<file path="src/rtl/conv_pkg.sv">
`default_nettype none
// ============================================================================
// Module      : conv_pkg
// Description : Shared coordinate widths and scheduler state encoding.
// Revision    : 1.0
// ============================================================================
package conv_pkg;

    localparam int COORD_W  = 8;
    localparam int HALF_W   = 2;
    localparam int STRIDE_W = 3;

    typedef enum logic [1:0] {
        IDLE  = 2'd0,
        SCAN  = 2'd1,
        DRAIN = 2'd2,
        FIN   = 2'd3
    } sched_state_e;

endpackage
`default_nettype wire

</file>
<file path="src/rtl/rr_arbiter.sv">
`default_nettype none
// ============================================================================
// Module      : rr_arbiter
// Description : Combinational round-robin picker; priority starts one past
//               the previous winner and wraps modulo N.
// Revision    : 1.0
// ============================================================================
module rr_arbiter #(
    parameter int N     = 2,
    parameter int IDX_W = 1
) (
    input  logic [N-1:0]     request_i,
    input  logic [IDX_W-1:0] last_grant_i,
    output logic [N-1:0]     grant_o
);

    logic             found;
    logic [IDX_W-1:0] idx;

    always_comb begin
        grant_o = '0;
        found   = 1'b0;
        idx     = '0;
        for (int k = 1; k <= N; k++) begin
            idx = IDX_W'((int'(last_grant_i) + k) % N);
            if (!found && request_i[idx]) begin
                grant_o[idx] = 1'b1;
                found        = 1'b1;
            end
        end
    end

endmodule
`default_nettype wire

</file>
<file path="src/rtl/position_scheduler.sv">
`default_nettype none
// ============================================================================
// Module      : position_scheduler
// Description : Walks filter-window centres over an image in row-major order
//               and hands each one to a free window allocator.
// Revision    : 1.0
// ============================================================================
module position_scheduler
    import conv_pkg::*;
#(
    parameter int num_allocators = 2
) (
    input  logic                      clk,
    input  logic                      rst_n,
    input  logic                      start,
    input  logic [COORD_W-1:0]        image_dim,
    input  logic [HALF_W-1:0]         filter_halfsize,
    input  logic [STRIDE_W-1:0]       filter_stride,
    input  logic [num_allocators-1:0] alloc_release,
    output logic [COORD_W-1:0]        positioner_x,
    output logic [COORD_W-1:0]        positioner_y,
    output logic [num_allocators-1:0] positioner_select,
    output logic [num_allocators-1:0] alloc_busy,
    output logic                      busy,
    output logic                      done,
    output logic                      cfg_err
);

    localparam int IDX_W = (num_allocators > 1) ? $clog2(num_allocators) : 1;
    localparam int PW    = COORD_W + 1;

    sched_state_e              state_q;
    logic [COORD_W-1:0]        dim_q;
    logic [HALF_W-1:0]         half_q;
    logic [STRIDE_W-1:0]       stride_q;
    logic [COORD_W-1:0]        x_q;
    logic [COORD_W-1:0]        y_q;
    logic [IDX_W-1:0]          last_grant_q;
    logic [COORD_W-1:0]        pos_x_q;
    logic [COORD_W-1:0]        pos_y_q;
    logic [num_allocators-1:0] sel_q;
    logic [num_allocators-1:0] alloc_busy_q;
    logic                      busy_q;
    logic                      done_q;
    logic                      cfg_err_q;

    logic [num_allocators-1:0] w_free;
    logic [num_allocators-1:0] w_grant;
    logic [IDX_W-1:0]          w_grant_idx;
    logic [PW-1:0]             w_lim;
    logic [PW-1:0]             w_x_next;
    logic [PW-1:0]             w_y_next;
    logic                      w_cfg_bad;

    assign w_free = ~alloc_busy_q;

    rr_arbiter #(
        .N     (num_allocators),
        .IDX_W (IDX_W)
    ) u_rr_arbiter (
        .request_i    (w_free),
        .last_grant_i (last_grant_q),
        .grant_o      (w_grant)
    );

    always_comb begin
        w_grant_idx = '0;
        for (int i = 0; i < num_allocators; i++) begin
            if (w_grant[i]) begin
                w_grant_idx = IDX_W'(i);
            end
        end
    end

    // Nine-bit sums keep a step past 255 from aliasing back into range.
    assign w_lim     = PW'(dim_q) - PW'(1) - PW'(half_q);
    assign w_x_next  = PW'(x_q) + PW'(stride_q);
    assign w_y_next  = PW'(y_q) + PW'(stride_q);
    assign w_cfg_bad = (filter_stride == '0) ||
                       (PW'(image_dim) < ((PW'(filter_halfsize) << 1) + PW'(1)));

    always_ff @(posedge clk or negedge rst_n) begin
        if (!rst_n) begin
            state_q      <= IDLE;
            dim_q        <= '0;
            half_q       <= '0;
            stride_q     <= '0;
            x_q          <= '0;
            y_q          <= '0;
            last_grant_q <= IDX_W'(num_allocators - 1);
            pos_x_q      <= '0;
            pos_y_q      <= '0;
            sel_q        <= '0;
            alloc_busy_q <= '0;
            busy_q       <= 1'b0;
            done_q       <= 1'b0;
            cfg_err_q    <= 1'b0;
        end else begin
            sel_q        <= '0;
            done_q       <= 1'b0;
            alloc_busy_q <= alloc_busy_q & ~alloc_release;
            case (state_q)
                IDLE: begin
                    if (start) begin
                        dim_q     <= image_dim;
                        half_q    <= filter_halfsize;
                        stride_q  <= filter_stride;
                        x_q       <= COORD_W'(filter_halfsize);
                        y_q       <= COORD_W'(filter_halfsize);
                        busy_q    <= 1'b1;
                        cfg_err_q <= w_cfg_bad;
                        state_q   <= w_cfg_bad ? FIN : SCAN;
                    end
                end
                SCAN: begin
                    if (|w_free) begin
                        sel_q        <= w_grant;
                        alloc_busy_q <= (alloc_busy_q & ~alloc_release) | w_grant;
                        pos_x_q      <= x_q;
                        pos_y_q      <= y_q;
                        last_grant_q <= w_grant_idx;
                        if (w_x_next <= w_lim) begin
                            x_q <= w_x_next[COORD_W-1:0];
                        end else begin
                            x_q <= COORD_W'(half_q);
                            if (w_y_next <= w_lim) begin
                                y_q <= w_y_next[COORD_W-1:0];
                            end else begin
                                state_q <= DRAIN;
                            end
                        end
                    end
                end
                DRAIN: begin
                    if (alloc_busy_q == '0) begin
                        state_q <= FIN;
                    end
                end
                FIN: begin
                    done_q  <= 1'b1;
                    busy_q  <= 1'b0;
                    state_q <= IDLE;
                end
                default: state_q <= IDLE;
            endcase
        end
    end

    assign positioner_x      = pos_x_q;
    assign positioner_y      = pos_y_q;
    assign positioner_select = sel_q;
    assign alloc_busy        = alloc_busy_q;
    assign busy              = busy_q;
    assign done              = done_q;
    assign cfg_err           = cfg_err_q;

endmodule
`default_nettype wire

</file>
<file path="config.mk">
export PLATFORM = sky130hd
export DESIGN_NAME = position_scheduler
export DESIGN_NICKNAME = d
export VERILOG_FILES = /design/src/rtl/conv_pkg.sv /design/src/rtl/rr_arbiter.sv /design/src/rtl/position_scheduler.sv
export SDC_FILE = /design/constraint.sdc
export NUM_CORES = 1
export LEC_CHECK = 0
export CAP_MARGIN = 20
export CELL_PAD_IN_SITES_DETAIL_PLACEMENT = 2
export CELL_PAD_IN_SITES_GLOBAL_PLACEMENT = 2
export CORE_MARGIN = 2
export CORE_UTILIZATION = 35
export CTS_CLUSTER_DIAMETER = 40
export DETAILED_ROUTE_END_ITERATION = 10
export PLACE_DENSITY = 0.82
export SKIP_LAST_GASP = 1
export SLEW_MARGIN = 20
export SYNTH_ARGS = -nofsm -noshare
export SYNTH_HDL_FRONTEND = slang
export SYNTH_SLANG_ARGS = --single-unit
</file>
<file path="constraint.sdc">
create_clock -name clk -period 4.2 [get_ports clk]
set_clock_uncertainty 0.05 [all_clocks]
set_input_delay 1.05 -clock clk [delete_from_list [all_inputs] [get_ports clk]]
set_output_delay 1.05 -clock clk [all_outputs]
set_load 0.02 [all_outputs]
</file>
# After elaboration in Yosys (flattened, before gate mapping)
# Index checks and enable logic that the tools add are counted.
[totals]
output_inout_bits = 23
ff_bits = 55
in_bits = 18
[op_classes]
n_eq_ne = 9
magnitude_cmp = 7
bitwise_logic = 5
n_addsub = 7
muxes = 34
reduce_logical = 17
[op_table]
columns = ["operator", "count"]
rows = [
  ["two-way mux 8 bit", 6],
  ["case mux 8 bit (2 select lines)", 2],
  ["two-way mux 2 bit", 12],
  ["adder 8 x 3 -> 9 bit", 2],
  ["less-or-equal comparator 9 bit", 2],
  ["inequality test 2 bit, second input constant", 6],
  ["two-way mux 1 bit", 10],
  ["AND reduction 5 bit", 2],
  ["subtractor 8 x 1 -> 9 bit, second input constant", 1],
  ["subtractor 9 x 2 -> 9 bit", 1],
  ["< comparator 8 x 4 -> 1 bit", 1],
  ["case mux 2 bit (4 select lines)", 1],
  ["AND reduction 2 bit", 3],
  ["adder 3 x 1 -> 4 bit, second input constant", 1],
  ["equality test 2 bit, second input constant", 2],
  ["zero test 2 bit", 2],
  ["< comparator 1 x 2 -> 1 bit, second input constant", 2],
  ["inverter 2 bit", 2],
  ["OR 2 bit", 2],
  ["nonzero test 2 bit", 2],
  ["logical AND 1 bit", 3],
  ["zero test 3 bit", 1],
  ["AND reduction 3 bit", 1],
  ["adder 1 bit, second input constant", 2],
  ["8 further kinds", 10],
]

# Longest topological paths before layout
# Gate-level depths: netlist (run 1).
[depth]
word_depth = 11
depth_mapped = 15
ltp_nobuf = 14

# Cells and area by module
# A second synthesis (run 1) with hierarchy kept.
[hier_totals]
hier_cells = 331
area_unflattened_um2 = 3398.3
[by_module_without_submodules]
columns = ["module", "cells_each", "area_per_inst_um2", "instances", "seq_area_each_um2"]
rows = [
  ["position_scheduler", 328, 3379.5, 1, 1377.6],
  ["rr_arbiter", 3, 18.8, 1, 0.0],
]

# Worst setup path after synthesis (run 1)
# OpenSTA, ideal clock, no wires.
[synth_path]
path_kind = "flip-flop to flip-flop"
from = "register dim_q[0]"
to = "register y_q[1]"
setup_ps = 137
arrival_ps = 3192
path_stages_with_launch = 13
period_less_slack_ps = 3379
path_buffers = 0
path_slack_ps = 821
cell_sequence = "dfrtp_1 > ha_1 > fa_1 > nor3_1 > nor3b_1 > nand2_1 > ha_1 > o211ai_1 > nor4b_2 > o22ai_2 > or3_2 > o2bb2ai_2 > a221oi_2"
[synth_between]
elab_chain_len = 5
word_cells_on_any_way = 7
classes_between = "2 x add/sub; 2 x order compare; 2 x eq/ne; 1 x reduce/logical"
[synth_lines]
columns = ["element", "line", "rtl"]
rows = [
  ["start, declared", "position_scheduler.sv:33", "logic [COORD_W-1:0] dim_q;"],
  ["start signal, assigned", "position_scheduler.sv:105", "dim_q <= image_dim;"],
  ["subtractor 8 x 1 -> 9 bit (*)", "position_scheduler.sv:76", "assign w_lim = PW'(dim_q) - PW'(1) - PW'(half_q);"],
  ["subtractor 9 x 2 -> 9 bit (*)", "position_scheduler.sv:76", ""],
  ["less-or-equal comparator 9 bit (on tied branches)", "position_scheduler.sv:126, position_scheduler.sv:122", ""],
  ["inequality test 2 bit (no line)", "--", ""],
  ["AND reduction 5 bit (no line) (*)", "--", ""],
  ["end signal, assigned", "position_scheduler.sv:109", "y_q <= COORD_W'(filter_halfsize);"],
  ["end signal, assigned", "position_scheduler.sv:127", "y_q <= w_y_next[COORD_W-1:0];"],
  ["end, declared", "position_scheduler.sv:37", "logic [COORD_W-1:0] y_q;"],
]
# Mark *: on every way between the ends. The rest lies on a longest branch, timed or not.
# A chain may end at the register's enable or synchronous reset.

# Worst setup path in the final report (run 1)
[layout_path]
from = "register dim_q[0]"
to = "register x_q[3]"
[layout_between]
elab_chain_len = 6
[layout_lines]
columns = ["element", "line", "rtl"]
rows = [
  ["subtractor 8 x 1 -> 9 bit", "position_scheduler.sv:76", ""],
  ["subtractor 9 x 2 -> 9 bit", "position_scheduler.sv:76", ""],
  ["less-or-equal comparator 9 bit", "position_scheduler.sv:122", "if (w_x_next <= w_lim) begin"],
  ["two-way mux 8 bit", "position_scheduler.sv:122", ""],
  ["two-way mux 8 bit", "position_scheduler.sv:116", "if (|w_free) begin"],
  ["case mux 8 bit (2 select lines)", "position_scheduler.sv:102", "case (state_q)"],
  ["end signal, assigned", "position_scheduler.sv:108", "x_q <= COORD_W'(filter_halfsize);"],
  ["end signal, assigned", "position_scheduler.sv:123", "x_q <= w_x_next[COORD_W-1:0];"],
  ["end signal, assigned", "position_scheduler.sv:125", "x_q <= COORD_W'(half_q);"],
  ["end, declared", "position_scheduler.sv:36", "logic [COORD_W-1:0] x_q;"],
]
# No other way between the ends. The select of a mux whose other input is x is not followed.

==> metrics.txt, run 1 <==
outcome=completed; Peak VDD IR=0.356 mV; Num CTS Buffers=5; fin crit share=0.906; GRT met3 Usage=0.0244; worst min-delay path class=register to register; CP Buf/Inv Count=0; Post-DRT Antenna Nets=0; FMAX=263 MHz; Lkg Pwr=0.00181 uW; cell area power density=913 mW/mm^2; total gr overflow=0; initial antenna violation count=0; cell count after synthesis=334; largest net degree at the start of global routing=37; Fin Setup TNS=0 ns; Yosys warning count=0; Crit path max-delay family=simple AND/OR/NAND/NOR gates; Slowest-stage cell, CP=fa_1; Inserted Diodes=0; synthesized area=0.00350 mm^2; 1st-iter DRT viols=74; pre-CTS worst setup slack=0.322 ns; vias in the first global route=3066; I/O Pins=41; crit path cell chain=ha_1, fa_1, nor3_1, nor3b_2, nand2_1, ha_1, o211ai_1, or3b_1, o22ai_2, nand2_1, nor2_1, a22o_1; Post-Syn Area per Cell=10.5 um^2; Core ar.=0.00973 mm^2; first-pass GRT wire length=16400 um; Synth top area share=0.386; Final min period=3.81 ns; max_slew headroom=0.425; final hold slack=0.465 ns; Crit Path Max Fanout=8; Synth area leader=dfrtp_1; R2R Setup Slk=0.39 ns; Core Rows=36; top cells by area, synth=dfrtp_1 39%, ha_1 9.6%, mux2_2 8.7%, nand2_1 2.8%, o21ai_0 2.7%; DR WL/cell=19.6 um; Pre-antenna DRT Iters=5; synth cell count leaders=54 x dfrtp_1, 27 x ha_1, 27 x mux2_2, 26 x nand2_1, 21 x inv_1; Nets=421; busiest layer in global routing=met2; HPWL Detailed=7510 um; sequential-to-total area share from yosys stat=0.393; type of origin of the critical path=register; count leader, synth=dfrtp_1; Die H=104 um; EDFF count, synth=0; final count of hold timing violations=0; kind of critical path=register to register; Critical Path RT=4.42 ns; layout cells sized above 1=0.163; clk slew on worst S/H paths=0.11 ns; via count=2759; die span in x=104 um; FFs w/ async S/R, synth=1.00; fin. max-slew vios=0; Routed WL=9960 um; Arr. time, crit path=4.03 ns; CTS Hold Buffers Added=0; CTS HTree Levels=2; total track usage=0.192; non-filler cells in the finished layout=507; GR Util met2=0.359; # port buffers=40; Initial Utilization=0.360; CP peak stage delay=0.42 ns; vias per cell=5.44; CTS tree=done; RSZ-0062 raised after global routing=no; Clk Latency, worst-skew pair=0.32 ns; MaxCap Viol Count=0; Placer Congestion=0.795; Yosys reg bits=55; Post-CTS Setup Repair Bufs=0; Synth-to-Final Area Change=18.8%; Final Setup Violations=0; Worst-Margin Slew=0.863 ns; Final WS setup=0.394 ns; met1 GRT Util=0.234; main flop type after synthesis=dfrtp_1; CTS root buf=clkbuf_8; drt drc=0; clk buf depth=2; crit end category=register; placed cell count=499; total number of clock tree sinks=55; syn_nets=382; Synth cell types=68; Die ar.=0.0108 mm^2
==> logic make-up (layout without fill, tap and decap cells) <==
| group | count (synthesis) | in the layout | synth area share |
|---|---|---|---|
| AOI/OAI and AO/OA | 78 | 78 | 0.163 |
| DFF | 55 | 55 | 0.393 |
| adders and majority gates | 30 | 30 | 0.114 |
| xor gates and xnor gates | 18 | 18 | 0.0565 |
| buffers and inverters | 33 | 73 | 0.0397 |
| and+or+nand+nor | 90 | 90 | 0.138 |
| muxes | 30 | 30 | 0.0954 |
==> through the flow <==
stage	total power, uW	utilization	area [um^2]
2_1_floorplan	2560	-	3500
3_3_place_gp	3120	0.415	4040
3_5_place_dp	3310	0.415	4040
4_1_cts	3820	0.427	4150
5_1_grt	4090	0.427	4160
6_report	3800	0.427	4160
==> worst paths after layout <==
kind | startpoint | to | cells after the start
setup reg to reg | dim_q[0]$_DFFE_PN0P_ | x_q[3]$_DFFE_PN0P_ | 12
setup / recovery | dim_q[0]$_DFFE_PN0P_ | x_q[3]$_DFFE_PN0P_ | 12
hold reg to reg | positioner_y[6]$_DFFE_PN0P_ | positioner_y[6]$_DFFE_PN0P_ | 1
max in group asynchronous | rst_n | last_grant_q$_DFFE_PN1P_ | 2
hold / removal | positioner_y[6]$_DFFE_PN0P_ | positioner_y[6]$_DFFE_PN0P_ | 1
min in group asynchronous | rst_n | positioner_x[3]$_DFFE_PN0P_ | 1
==> placed cells by master (no fill, tap or decap), types with 3 or more instances in the layout <==
master	Yosys	final
clkbuf_8	0	6
buf_4	1	4
a31oi_1	5	5
o211ai_1	7	7
clkdlybuf4s50_1	0	39
a21o_1	5	5
or4_1	4	4
o21ai_0	19	19
a21oi_1	10	9
a22o_1	3	3
nor2_1	15	15
dfrtp_1	54	54
nand3_1	12	12
xnor2_1	7	7
xor2_1	8	8
mux2_2	27	27
fa_1	3	3
nand2b_1	5	5
inv_1	21	21
mux2i_1	3	3
ha_1	27	27
nor3_1	10	10
nand2_1	26	26
==> per-layer routing <==
| layer | vias to the layer above | wire, um |
|---|---|---|
| met5 | - | 0 |
| met4 | 0 | 165 |
| met3 | 14 | 209 |
| met2 | 42 | 5320 |
| met1 | 1413 | 4260 |
| li1 | 1290 | - |
==> worst register-to-register path, cell delays in order, from the launching register on <==
cell      delay (ns)
dfrtp_1         0.41
ha_1            0.24
fa_1            0.42
nor3_1          0.33
nor3b_2         0.31
nand2_1         0.11
ha_1            0.33
o211ai_1        0.12
or3b_1          0.39
o22ai_2         0.33
nand2_1         0.29
nor2_1          0.24
a22o_1          0.17
==> cell type report <==
class	instances	area (um^2)
inverters	21	78.8
repair buffers	44	425
clock inverters	2	35.0
flip-flops and latches	55	1380
clock buffers	6	82.6
multi-input cells	246	1990
well taps	133	166
fillers	1065	5570
==> power breakdown <==
part	leakage [uW]	internal, uW	switching, uW
Sequential	0.000697	745	232
Combinational	0.00105	1040	1390
Clock	0.0000612	194	198
==> state kept, by name, summed over array words and instances (netlist names) <==
| register | cells |
|---|---|
| alloc_busy | 2 |
| busy | 1 |
| cfg_err | 1 |
| dim_q | 8 |
| done | 1 |
| half_q | 2 |
| last_grant_q | 1 |
| positioner_select | 2 |
| positioner_x | 8 |
| positioner_y | 8 |
| state_q | 2 |
| stride_q | 3 |
| x_q | 8 |
| y_q | 8 |
==> timing repair <==
action                     CTS  global route
hold endpoints to repair     0             0
gates resized for setup      0             1
setup endpoints to repair    0             5
Note: power is estimated with default switching activity, not from simulation.
==> inputs of run 2 (changes only) <==
--- a/config.mk
+++ b/config.mk
@@ -8,10 +8,11 @@
 export CAP_MARGIN = 20
 export CELL_PAD_IN_SITES_DETAIL_PLACEMENT = 2
 export CELL_PAD_IN_SITES_GLOBAL_PLACEMENT = 2
-export CORE_MARGIN = 2
+export CORE_MARGIN = 10
 export CORE_UTILIZATION = 35
 export CTS_CLUSTER_DIAMETER = 40
 export DETAILED_ROUTE_END_ITERATION = 10
+export GPL_TIMING_DRIVEN = 0
 export PLACE_DENSITY = 0.82
 export SKIP_LAST_GASP = 1
 export SLEW_MARGIN = 20
==> metrics.txt, run 2 (synthesized netlist as in run 1, its figures left out) <==
outcome=completed; crit end category=register; commonest non-fill, non-tap cell in the layout=dfrtp_1; Num CTS Buffers=5 (unchanged); Core ar.=0.00977 mm^2 (+0.46%); vias per cell=5.45 (+0.12%); final cell utilization of the core=0.427 (-0.000690); HPWL Detailed=7940 um (+5.7%); largest net degree at the start of global routing=56 (+51%); Die ar.=0.0144 mm^2 (+33%); fin. max-slew vios=0 (unchanged); # port buffers=40 (unchanged); CTS root buf=clkbuf_8; total number of clock tree sinks=55 (unchanged); cell area power density=885 mW/mm^2 (-3.0%); initial antenna violation count=0 (unchanged); 1st-iter DRT viols=76 (+2.7%); layout cells sized above 1=0.162 (-0.000798); Crit Reg-Reg Startpoint=half_q[0]$_DFFE_PN0P_; non-filler cells in the finished layout=515 (+1.6%); Die H=120 um (+15%); Arr. time, crit path=4.10 ns (+0.07 ns); Lkg Pwr=0.00181 uW (+0.25%); type of origin of the critical path=register; clk buf depth=2 (unchanged); Final min period=3.96 ns (+0.158 ns); vias in the first global route=3275 (+6.8%); RSZ-0062 raised after global routing=no; Core Rows=36 (unchanged); Fin Setup TNS=0 ns (unchanged); total gr overflow=0 (unchanged); placed cell count=507 (+1.6%); Clk Latency, worst-skew pair=0.32 ns (about the same); Worst Hold End=half_q[1]$_DFFE_PN0P_; Nets=429 (+1.9%); total track usage=0.148 (-0.0439); worst r2r dst=y_q[1]$_DFFE_PN0P_; Peak VDD IR=0.363 mV (+2.1%); max_slew headroom=0.329 (-0.0963); CTS tree=done; Inserted Diodes=0 (unchanged); Hold Startpoint=half_q[1]$_DFFE_PN0P_; final count of hold timing violations=0 (unchanged); worst min-delay path class=register to register; R2R Setup Slk=0.24 ns (-0.16 ns); MaxCap Viol Count=0 (unchanged); Post-DRT Antenna Nets=0 (unchanged); Pre-antenna DRT Iters=4 (-1); first-pass GRT wire length=17500 um (+6.6%); Initial Utilization=0.358 (-0.00166); DR WL/cell=20.1 um (+2.4%); kind of critical path=register to register; clk slew on worst S/H paths=0.11 ns (about the same); I/O Pins=41 (unchanged); Final Setup Violations=0 (unchanged); fin crit share=0.944 (+0.0377); Critical Path RT=4.33 ns (-0.09 ns); Routed WL=10400 um (+4.1%); FMAX=252 MHz (-4.0%); Crit Path Max Fanout=8 (unchanged); via count=2806 (+1.7%); worst hold path stage count=2 (+1); R2R depth=13 (+1); Placer Congestion=0.785 (-1.3%); die span in x=120 um (+15%); commonest non-fill, non-tap cells in the layout=54 x dfrtp_1, 39 x clkdlybuf4s50_1, 27 x mux2_2, 27 x ha_1, 26 x nand2_1; CTS HTree Levels=2 (unchanged); drt drc=0 (unchanged); Worst-Margin Slew=1.01 ns (+0.144 ns); Synth-to-Final Area Change=19.2%
-- run 2: worst max path at each step --
stage,cells after the start,slack [ns],from,endpoint
2_1_floorplan,12,0.82,dim_q[0]$_DFFE_PN0P_,y_q[1]$_DFFE_PN0P_
3_3_place_gp,1,0.23,rst_n,y_q[0]$_DFFE_PN0P_
3_5_place_dp,13,0.15,half_q[0]$_DFFE_PN0P_,x_q[3]$_DFFE_PN0P_
4_1_cts,13,0.07,half_q[0]$_DFFE_PN0P_,x_q[3]$_DFFE_PN0P_
5_1_grt,13,0.05,half_q[0]$_DFFE_PN0P_,x_q[3]$_DFFE_PN0P_
6_report,13,0.24,half_q[0]$_DFFE_PN0P_,y_q[1]$_DFFE_PN0P_
-- run 2: layout make-up --
type	count	area [um^2]
multi-input cells	246	2000
flip-flops and latches	55	1380
clock inverters	3	20.0
clock buffers	5	68.8
well taps	133	166
inverters	21	78.8
plain buffers	12	60.1
repair buffers	40	398
fillers	1045	5600
-- run 2: per-stage QoR --
step / instance area, um^2 / worst slack (ns) / hold WS (ns) / total power [uW]
after floorplan: 3500 / 0.821 / 0.400 / 2560
after global placement: 4070 / 0.234 / 0.415 / 3150
final: 4170 / 0.235 / 0.464 / 3690
after CTS: 4150 / 0.0658 / 0.471 / 3720
after detailed placement: 4070 / 0.151 / 0.428 / 3350
after global routing: 4170 / 0.0478 / 0.487 / 4030
-- run 2: routing by layer --
metal,up-vias,GRT usage,wire length [um]
met1,1439,0.179,4410
met3,11,0.0272,443
met5,-,0,0
li1,1306,-,-
met4,0,0.0370,146
met2,50,0.264,5360
-- run 2: what timing repair did --
item / in CTS / in global routing
buffers inserted: 0 / 0
endpoints found under the setup margin: 0 / 16
hold buffers: 0 / 0
resized for setup: 0 / 3
-- run 2: report_power, final --
group          switching, uW  internal [uW]  total (uW)
Combinational           1420           1030        2460
Clock                    190            117         307
Sequential               184            745         929
Total                   1800           1900        3690
-- run 2: worst max-delay path: stages, from the launching register on --
cell and delay [ns]:
dfrtp_1 0.37, inv_1 0.08, ha_1 0.23, fa_1 0.42
nor3_1 0.35, nor3b_2 0.30, nand2_1 0.16, ha_1 0.35
o211ai_1 0.14, nor4b_2 0.36, o22ai_4 0.16, or3_2 0.59
o2bb2ai_2 0.19, a221oi_2 0.07
==> inputs of run 3 (changes only) <==
--- a/config.mk
+++ b/config.mk
@@ -12,7 +12,7 @@
 export CORE_UTILIZATION = 35
 export CTS_CLUSTER_DIAMETER = 40
 export DETAILED_ROUTE_END_ITERATION = 10
-export GPL_TIMING_DRIVEN = 0
+export GPL_TIMING_DRIVEN = 1
 export PLACE_DENSITY = 0.82
 export SKIP_LAST_GASP = 1
 export SLEW_MARGIN = 20
==> metrics.txt, run 3 (synthesized netlist as in run 1, its figures left out) <==
outcome=completed; Routed WL=9670 um (-6.7%); first-pass GRT wire length=16300 um (-6.8%); Core ar.=0.00977 mm^2 (unchanged); worst min-delay path class=register to register; HPWL Detailed=7510 um (-5.4%); Crit Path Max Fanout=8 (unchanged); final count of hold timing violations=0 (unchanged); Arr. time, crit path=4.03 ns (-0.07 ns); Fin Setup TNS=0 ns (unchanged); drt drc=0 (unchanged); MaxCap Viol Count=0 (unchanged); Die ar.=0.0144 mm^2 (unchanged); Die H=120 um (unchanged); commonest non-fill, non-tap cell in the layout=dfrtp_1; Core Rows=36 (unchanged); Final min period=3.87 ns (-0.0904 ns); Worst-Margin Slew=0.630 ns (-0.377 ns); initial antenna violation count=0 (unchanged); Final Setup Violations=0 (unchanged); Slowest-stage cell, CP=or3_2; fin. max-slew vios=0 (unchanged); DR WL/cell=19.1 um (-5.2%); die span in x=120 um (unchanged); Num CTS Buffers=5 (unchanged); Filler cells=1069 (+2.3%); Critical Path RT=4.35 ns (+0.02 ns); Synth-to-Final Area Change=18.2%; Initial Utilization=0.358 (unchanged); Peak VDD IR=0.373 mV (+2.8%); most used cell, CP=ha_1; CTS tree=done; Inserted Diodes=0 (unchanged); via count=2710 (-3.4%); total gr overflow=0 (unchanged); vias in the first global route=3112 (-5.0%); FMAX=258 MHz (+2.3%); Post-DRT Antenna Nets=0 (unchanged); CP peak stage delay=0.56 ns (-0.03 ns); Lkg Pwr=0.00179 uW (-0.95%); layout cells sized above 1=0.160 (-0.00188); I/O Pins=41 (unchanged); cell area power density=867 mW/mm^2 (-2.0%); crit end category=register; total number of clock tree sinks=55 (unchanged); clk slew on worst S/H paths=0.11 ns (about the same); # port buffers=40 (unchanged); final cell utilization of the core=0.423 (-0.00358); commonest non-fill, non-tap cells in the layout=54 x dfrtp_1, 39 x clkdlybuf4s50_1, 27 x mux2_2, 27 x ha_1, 26 x nand2_1; type of origin of the critical path=register; 1st-iter DRT viols=58 (-24%); largest net degree at the start of global routing=33 (-41%); RSZ-0062 raised after global routing=no; vias per cell=5.35 (-1.9%); total track usage=0.138 (-0.00971); clk buf depth=2 (unchanged); Pre-antenna DRT Iters=4 (unchanged); max_slew headroom=0.579 (+0.250); Nets=421 (-1.9%); Placer Congestion=0.811 (+3.3%); fin crit share=0.922 (-0.0215); Clk Latency, worst-skew pair=0.32 ns (about the same); CTS HTree Levels=2 (unchanged); crit path cell chain=inv_1, ha_1, fa_1, nor3_1, nor3b_2, xnor2_1, ha_1, a31oi_1, o31ai_1, o22ai_2, or3_2, o2bb2ai_2, a221oi_2; kind of critical path=register to register; CTS root buf=clkbuf_8
==> run 3: worst paths after layout <==
check | depth (start not counted) | slack (ns) | start | to
worst max-delay path | 13 | 0.33 | half_q[0]$_DFFE_PN0P_ | y_q[1]$_DFFE_PN0P_
worst min-delay path | 2 | 0.45 | half_q[1]$_DFFE_PN0P_ | half_q[1]$_DFFE_PN0P_
worst max register to register | 13 | 0.33 | half_q[0]$_DFFE_PN0P_ | y_q[1]$_DFFE_PN0P_
worst min register to register | 2 | 0.45 | half_q[1]$_DFFE_PN0P_ | half_q[1]$_DFFE_PN0P_
max in group asynchronous | 2 | 2.57 | rst_n | last_grant_q$_DFFE_PN1P_
min in group asynchronous | 1 | 0.66 | rst_n | dim_q[4]$_DFFE_PN0P_
==> run 3: metrics by stage <==
step	hold WS, ns	area [um^2]	std cells	setup slack, ns	total power, uW
3_5_place_dp	0.427	4040	499	0.206	3290
6_report	0.450	4140	507	0.326	3590
3_3_place_gp	0.415	4040	499	0.584	3140
4_1_cts	0.457	4130	507	0.130	3640
5_1_grt	0.490	4140	507	0.0508	3940
2_1_floorplan	0.400	3500	334	0.821	2560
==> run 3: what timing repair did <==
| item | 4_1_cts | 5_1_grt |
|---|---|---|
| buffers inserted | 0 | 0 |
| resized for setup | 0 | 1 |
| setup endpoints to repair | 0 | 16 |
| hold buffers | 0 | 0 |
==> run 3: cell type report <==
type,instances,area (um^2),share of cell area
Multi-Input combinational cell,246,1990,0.482
Inverter,21,78.8,0.0191
Clock inverter,1,8.76,0.00212
Timing Repair Buffer,44,425,0.103
Tap cell,133,166,0.0402
Clock buffer,7,86.3,0.0209
Sequential cell,55,1380,0.333
==> run 3: power breakdown <==
group          total, uW  leakage (uW)  switching, uW  internal [uW]
clock                321     0.0000484            185            136
sequential           979      0.000697            234            745
combinational       2290       0.00105           1280           1010
==> run 3: routing by layer <==
layer	GRT usage	up-vias	part of all wire
met5	0	-	0
met4	0.0445	0	0.020
met3	0.0328	12	0.043
met2	0.241	49	0.50
met1	0.164	1362	0.43
li1	-	1287	-
==> run 3: worst max-delay path: cells and delay by family, from the launching register on <==
kind | cells | cell delay (ns)
AO/OA/AOI/OAI | 5 | 0.97
adder cells (fa/ha/maj) | 3 | 0.95
buffers and inverters | 1 | 0.06
AND/OR/NAND/NOR | 3 | 1.21
flip-flops | 1 | 0.37
XOR/XNOR | 1 | 0.16
